[src/rtl/voice_table.sv]
// voice_table: per-voice note state captured from decoded MIDI events and
// replayed as a round-robin scan stream for the shared DDS/ADSR pipeline.
module voice_table #(
  parameter int NUM_VOICES = 16,
  parameter int VOICE_W    = 4,
  parameter int TUNE_W     = 32,
  parameter int VEL_W      = 7
) (
  input  logic               i_clk,
  input  logic               i_reset,
  input  logic               i_note_status,
  input  logic [7:0]         i_voice_index,
  input  logic [TUNE_W-1:0]  i_tuning_code,
  input  logic [VEL_W-1:0]   i_velocity,
  input  logic               i_flag_dds,
  input  logic               i_flag_adsr,
  input  logic               i_scan_en,
  output logic               o_valid,
  output logic [VOICE_W-1:0] o_voice,
  output logic               o_frame_start,
  output logic [TUNE_W-1:0]  o_tuning_code,
  output logic [VEL_W-1:0]   o_velocity,
  output logic               o_gate,
  output logic               o_trigger,
  output logic               o_release,
  output logic [7:0]         o_drop_count
);

  // Voice register file
  logic [TUNE_W-1:0]     tune_q [NUM_VOICES];
  logic [TUNE_W-1:0]     tune_d [NUM_VOICES];
  logic [VEL_W-1:0]      vel_q  [NUM_VOICES];
  logic [VEL_W-1:0]      vel_d  [NUM_VOICES];
  logic [NUM_VOICES-1:0] gate_q, gate_d;
  logic [NUM_VOICES-1:0] trig_q, trig_d;
  logic [NUM_VOICES-1:0] rel_q,  rel_d;

  // Scan pointer and registered stream outputs
  logic [VOICE_W-1:0] ptr_q,   ptr_d;
  logic               valid_q, valid_d;
  logic [VOICE_W-1:0] voice_q, voice_d;
  logic               frame_q, frame_d;
  logic [TUNE_W-1:0]  otune_q, otune_d;
  logic [VEL_W-1:0]   ovel_q,  ovel_d;
  logic               ogate_q, ogate_d;
  logic               otrig_q, otrig_d;
  logic               orel_q,  orel_d;
  logic [7:0]         drop_q,  drop_d;

  logic               in_range;
  logic [VOICE_W-1:0] evt_v;

  assign in_range = ({1'b0, i_voice_index} < 9'(NUM_VOICES));
  assign evt_v    = i_voice_index[VOICE_W-1:0];

  // Apply this cycle's event first, then read the scanned voice from the
  // updated view so a same-cycle event to that voice writes through and its
  // one-shot marker is consumed by this read instead of staying pending.
  always_comb begin
    tune_d  = tune_q;
    vel_d   = vel_q;
    gate_d  = gate_q;
    trig_d  = trig_q;
    rel_d   = rel_q;
    ptr_d   = ptr_q;
    drop_d  = drop_q;
    valid_d = 1'b0;
    voice_d = voice_q;
    frame_d = 1'b0;
    otune_d = otune_q;
    ovel_d  = ovel_q;
    ogate_d = ogate_q;
    otrig_d = 1'b0;
    orel_d  = 1'b0;

    if (i_flag_dds || i_flag_adsr) begin
      if (in_range) begin
        if (i_flag_dds) tune_d[evt_v] = i_tuning_code;
        if (i_flag_adsr) begin
          if (i_note_status) begin
            vel_d[evt_v]  = i_velocity;
            gate_d[evt_v] = 1'b1;
            trig_d[evt_v] = 1'b1;
            rel_d[evt_v]  = 1'b0;
          end else begin
            gate_d[evt_v] = 1'b0;
            trig_d[evt_v] = 1'b0;
            rel_d[evt_v]  = 1'b1;
          end
        end
      end else if (drop_q != 8'hFF) begin
        drop_d = drop_q + 8'd1;
      end
    end

    if (i_scan_en) begin
      valid_d       = 1'b1;
      voice_d       = ptr_q;
      frame_d       = (ptr_q == '0);
      otune_d       = tune_d[ptr_q];
      ovel_d        = vel_d[ptr_q];
      ogate_d       = gate_d[ptr_q];
      otrig_d       = trig_d[ptr_q];
      orel_d        = rel_d[ptr_q];
      trig_d[ptr_q] = 1'b0;
      rel_d[ptr_q]  = 1'b0;
      ptr_d         = ptr_q + 1'b1;
    end
  end

  // State and output registers with synchronous reset
  always_ff @(posedge i_clk) begin
    if (i_reset) begin
      tune_q  <= '{default: '0};
      vel_q   <= '{default: '0};
      gate_q  <= '0;
      trig_q  <= '0;
      rel_q   <= '0;
      ptr_q   <= '0;
      valid_q <= 1'b0;
      voice_q <= '0;
      frame_q <= 1'b0;
      otune_q <= '0;
      ovel_q  <= '0;
      ogate_q <= 1'b0;
      otrig_q <= 1'b0;
      orel_q  <= 1'b0;
      drop_q  <= '0;
    end else begin
      tune_q  <= tune_d;
      vel_q   <= vel_d;
      gate_q  <= gate_d;
      trig_q  <= trig_d;
      rel_q   <= rel_d;
      ptr_q   <= ptr_d;
      valid_q <= valid_d;
      voice_q <= voice_d;
      frame_q <= frame_d;
      otune_q <= otune_d;
      ovel_q  <= ovel_d;
      ogate_q <= ogate_d;
      otrig_q <= otrig_d;
      orel_q  <= orel_d;
      drop_q  <= drop_d;
    end
  end

  assign o_valid       = valid_q;
  assign o_voice       = voice_q;
  assign o_frame_start = frame_q;
  assign o_tuning_code = otune_q;
  assign o_velocity    = ovel_q;
  assign o_gate        = ogate_q;
  assign o_trigger     = otrig_q;
  assign o_release     = orel_q;
  assign o_drop_count  = drop_q;

endmodule

[config.mk]
export PLATFORM = sky130hd
export DESIGN_NAME = voice_table
export DESIGN_NICKNAME = d
export VERILOG_FILES = /design/src/rtl/voice_table.sv
export SDC_FILE = /design/constraint.sdc
export NUM_CORES = 2
export LEC_CHECK = 0
export CORE_ASPECT_RATIO = 0.6
export CORE_MARGIN = 5
export CORE_UTILIZATION = 60
export CTS_BUF_LIST = sky130_fd_sc_hd__clkbuf_16
export CTS_CLUSTER_DIAMETER = 60
export DETAILED_ROUTE_END_ITERATION = 7
export PLACE_DENSITY_LB_ADDON = 0.2
export SYNTH_ARGS = -nofsm -noshare
export SYNTH_HDL_FRONTEND = slang
export SYNTH_SLANG_ARGS = --single-unit
[constraint.sdc]
create_clock -name i_clk -period 5.28 [get_ports i_clk]
set_input_delay 1.584 -clock i_clk [delete_from_list [all_inputs] [get_ports i_clk]]
set_output_delay 1.584 -clock i_clk [all_outputs]
set_load 0.02 [all_outputs]
==> impl_metrics.py <==
metrics = {
    "placed_design": {
        "place_area_sq_um": 33100,
        "dp.cells": 4009,
        "hpwl_mm": 64.4,
        "io_buffers": 108,
        "routabilityCongestion": 0.930,
    },
    "clock_tree": {
        "htreeDepth": 3,
        "clock-sinks": 732,
        "postCtsSetupBuffers": 0,
        "cts_tree": "built",
        "cts.repair.resized": 0,
        "cts_hold_buffers": 0,
        "cts_buffer_depth": 3,
        "clk_pin_slew_ns": 0.06,
        "clkLatencyLatePin_ns": 0.61,
        "cts_root_buffer": "clkbuf_16",
        "cts_buffers": 67,
    },
    "drt": {
        "drt_iter0_drc": 3885,
        "wirelength_mm": 105,
        "viasPerCell": 6.54,
        "vias": 27000,
        "drc": 0,
        "first_pass_iters": 6,
        "antenna_left": 0,
        "avgRoutedWirePerCell_microns": 25.5,
    },
    "worst_setup_path": {
        "endpoint_kind": "register",
        "crit_chain": "clkdlybuf4s50_1 -> buf_4 -> buf_4 -> nor2_1 -> nor2_1 -> nor2_1 -> a21oi_1 -> mux4_2 -> nand2b_1 -> a311oi_1",
        "path_class": "in -> reg",
        "crit_path_top_delay_cell": "nor2_1",
        "crit_top_cell": "nor2_1",
        "r2r_slack_ns": 1.85,
        "rr_worst_depth": 7,
        "worstSetupStartpoint": "i_flag_dds",
        "cp_top_family": "simple AND/OR/NAND/NOR gates",
        "r2r-start": "ptr_q[1]",
        "worst-path-stages": 10,
        "r2r-end": "o_tuning_code[13]",
        "cp.arrival_ns": 4.92,
        "crit_path_end": "o_tuning_code[0]",
        "crit_buf_inv": 3,
        "critPathMaxStageDelay_ns": 0.76,
        "cp_max_fo": 17,
        "start_kind": "primary input",
        "required_ns": 5.79,
    },
    "floorplan": {
        "fp.dieW_microns": 305,
        "die_h_microns": 187,
        "dieArea_sq_um": 57200,
        "core_region_area_sq_um": 51300,
        "fp-row-count": 64,
        "initial_core_util_pct": 61.2,
        "ioPinCount": 109,
    },
    "synth": {
        "syn-num-nets": 3482,
        "synth.distinct_cells": 83,
        "syn_inst": 3424,
        "synth_edf_count": 0,
        "ys_ff_latch": 732,
        "ys.flop_type": "dfxtp_1",
        "yosysSeqAreaShare_pct": 46.7,
        "async_reset_ff_share_pct": 0,
        "postSynthAreaPerCell_sq_um": 9.17,
        "syn_area_sq_um": 31400,
        "yosys_warnings": 0,
    },
    "hold_path": {
        "hp-class": "reg -> reg",
    },
    "power": {
        "p_per_area_nw_per_um2": 323,
        "power_uw": 11400,
        "ir_worst_vdd_v": 0.000252,
        "p_leak_uw": 0.0154,
    },
    "cells_and_area": {
        "fin_area_sq_um": 35200,
        "finalNonFillerCells": 4130,
        "final_util_pct": 68.6,
        "final_common_cell": "nor2_1",
        "final_nets": 3443,
        "drive_above_1_share_pct": 8.76,
        "layout_common_cells": "891 x nor2_1, 730 x dfxtp_1, 501 x mux2i_1",
        "area_growth_syn_to_layout_pct": 12.2,
    },
    "sta": {
        "finalMaxSlewViolations": 0,
        "hold_viol": 0,
        "max_freq_mhz": 227,
        "rsz0062_at_grt": "false",
        "clock_skew_ns": 0.0220,
        "worst_slew_pin_slew_ns": 1.28,
        "post-route-min-period_ns": 4.41,
        "post-route-period-util_pct": 83.6,
        "setup_viol": 0,
        "finalSetupTns_ns": 0,
        "slew_headroom_pct": 14.7,
    },
    "global_routing": {
        "grt_start_max_net_pins": 167,
        "overflow": 0,
        "grt_pass1_wl_mm": 159,
        "grt_usage_pct": 35.3,
        "grt_pass1_vias": 26000,
        "antenna_found_initial": 6,
    },
    "status": {
        "run_status": "complete, no violations",
    },
    "flow_run": {
        "maxCapViolCount": 0,
    },
}
[worst min-delay path, delay by kind of cell (launching register included)]
family / cells / cell delay (ns)
compound gates: 1 / 0.06
flops: 1 / 0.30
simple gates: 1 / 0.06
[cell usage after synthesis (17+ instances only)]
cell type  number  area (sq um)
nor2_1        896          3360
dfxtp_1       732         14700
mux2i_1       501          5010
a21oi_1       227          1140
clkbuf_1      226           848
nand2_1        92           345
buf_2          64           320
o21ai_0        63           315
a22oi_1        57           428
mux4_2         46          1040
nand3_1        44           220
a221oi_1       34           298
and2_1         34           213
a211oi_1       29           218
nand2b_1       24           150
a311oi_1       22           193
a221o_1        19           190
a31oi_1        19           119
nor3_1         19          95.1
and3_1         18           113
mux2_2         18           203
nand4_1        18           113
o22ai_1        17           106
[routing by layer]
metal / share of wire, % / track usage (%)
met1: 41 / 50.1
met2: 41 / 50.6
met3: 14 / 12.0
met4: 3.5 / 12.0
met5: 0.11 / 0.831
[stage by stage]
step	hold slack, ns	worst slack, ns
2_1_floorplan	0.440	1.56
5_1_grt	0.490	0.743
6_report	0.468	0.867
4_1_cts	0.470	0.933
3_5_place_dp	0.461	0.295
3_3_place_gp	0.448	0.397
[registers in the layout, summed over array words and instances (netlist names), 7 cells and up]
name	cells
trig_q	16
gate_q	16
o_velocity	7
o_drop_count	8
vel_q	112
rel_q	16
o_tuning_code	32
tune_q	512
[where the power goes]
part           total, uW  internal [uW]  switching, uW
clock network       4800           2630           2170
registers           5610           5550           59.7
logic                984            303            681
[layout make-up]
type	count	area, sq um
flip-flops and latches	732	14700
well taps	693	867
fillers	3953	16100
inverters	12	45.0
clock inverters	51	375
clock buffers	69	1730
diodes	1	2.50
repair buffers	201	1990
multi-input cells	2371	15600
[cell families after synthesis]
family	count (synthesis)	share of synthesized area, %
adder cells (fa/ha/maj)	5	0.199
flip-flops	732	46.7
XOR/XNOR	8	0.223
buffers and inverters	321	4.18
multiplexers	565	19.9
AO/OA/AOI/OAI	582	12.2
AND/OR/NAND/NOR	1211	16.6
[worst min path at each step]
stage	slack, ns	cells past startpoint	start	to
floorplan	0.44	2	tune_q[161]	tune_q[161]
global placement	0.45	2	tune_q[161]	tune_q[161]
detailed placement	0.46	2	tune_q[258]	tune_q[258]
CTS	0.47	2	tune_q[52]	tune_q[52]
global route	0.49	2	tune_q[258]	tune_q[258]
finish	0.47	2	tune_q[52]	tune_q[52]
Note: power is estimated with default switching activity, not from simulation.
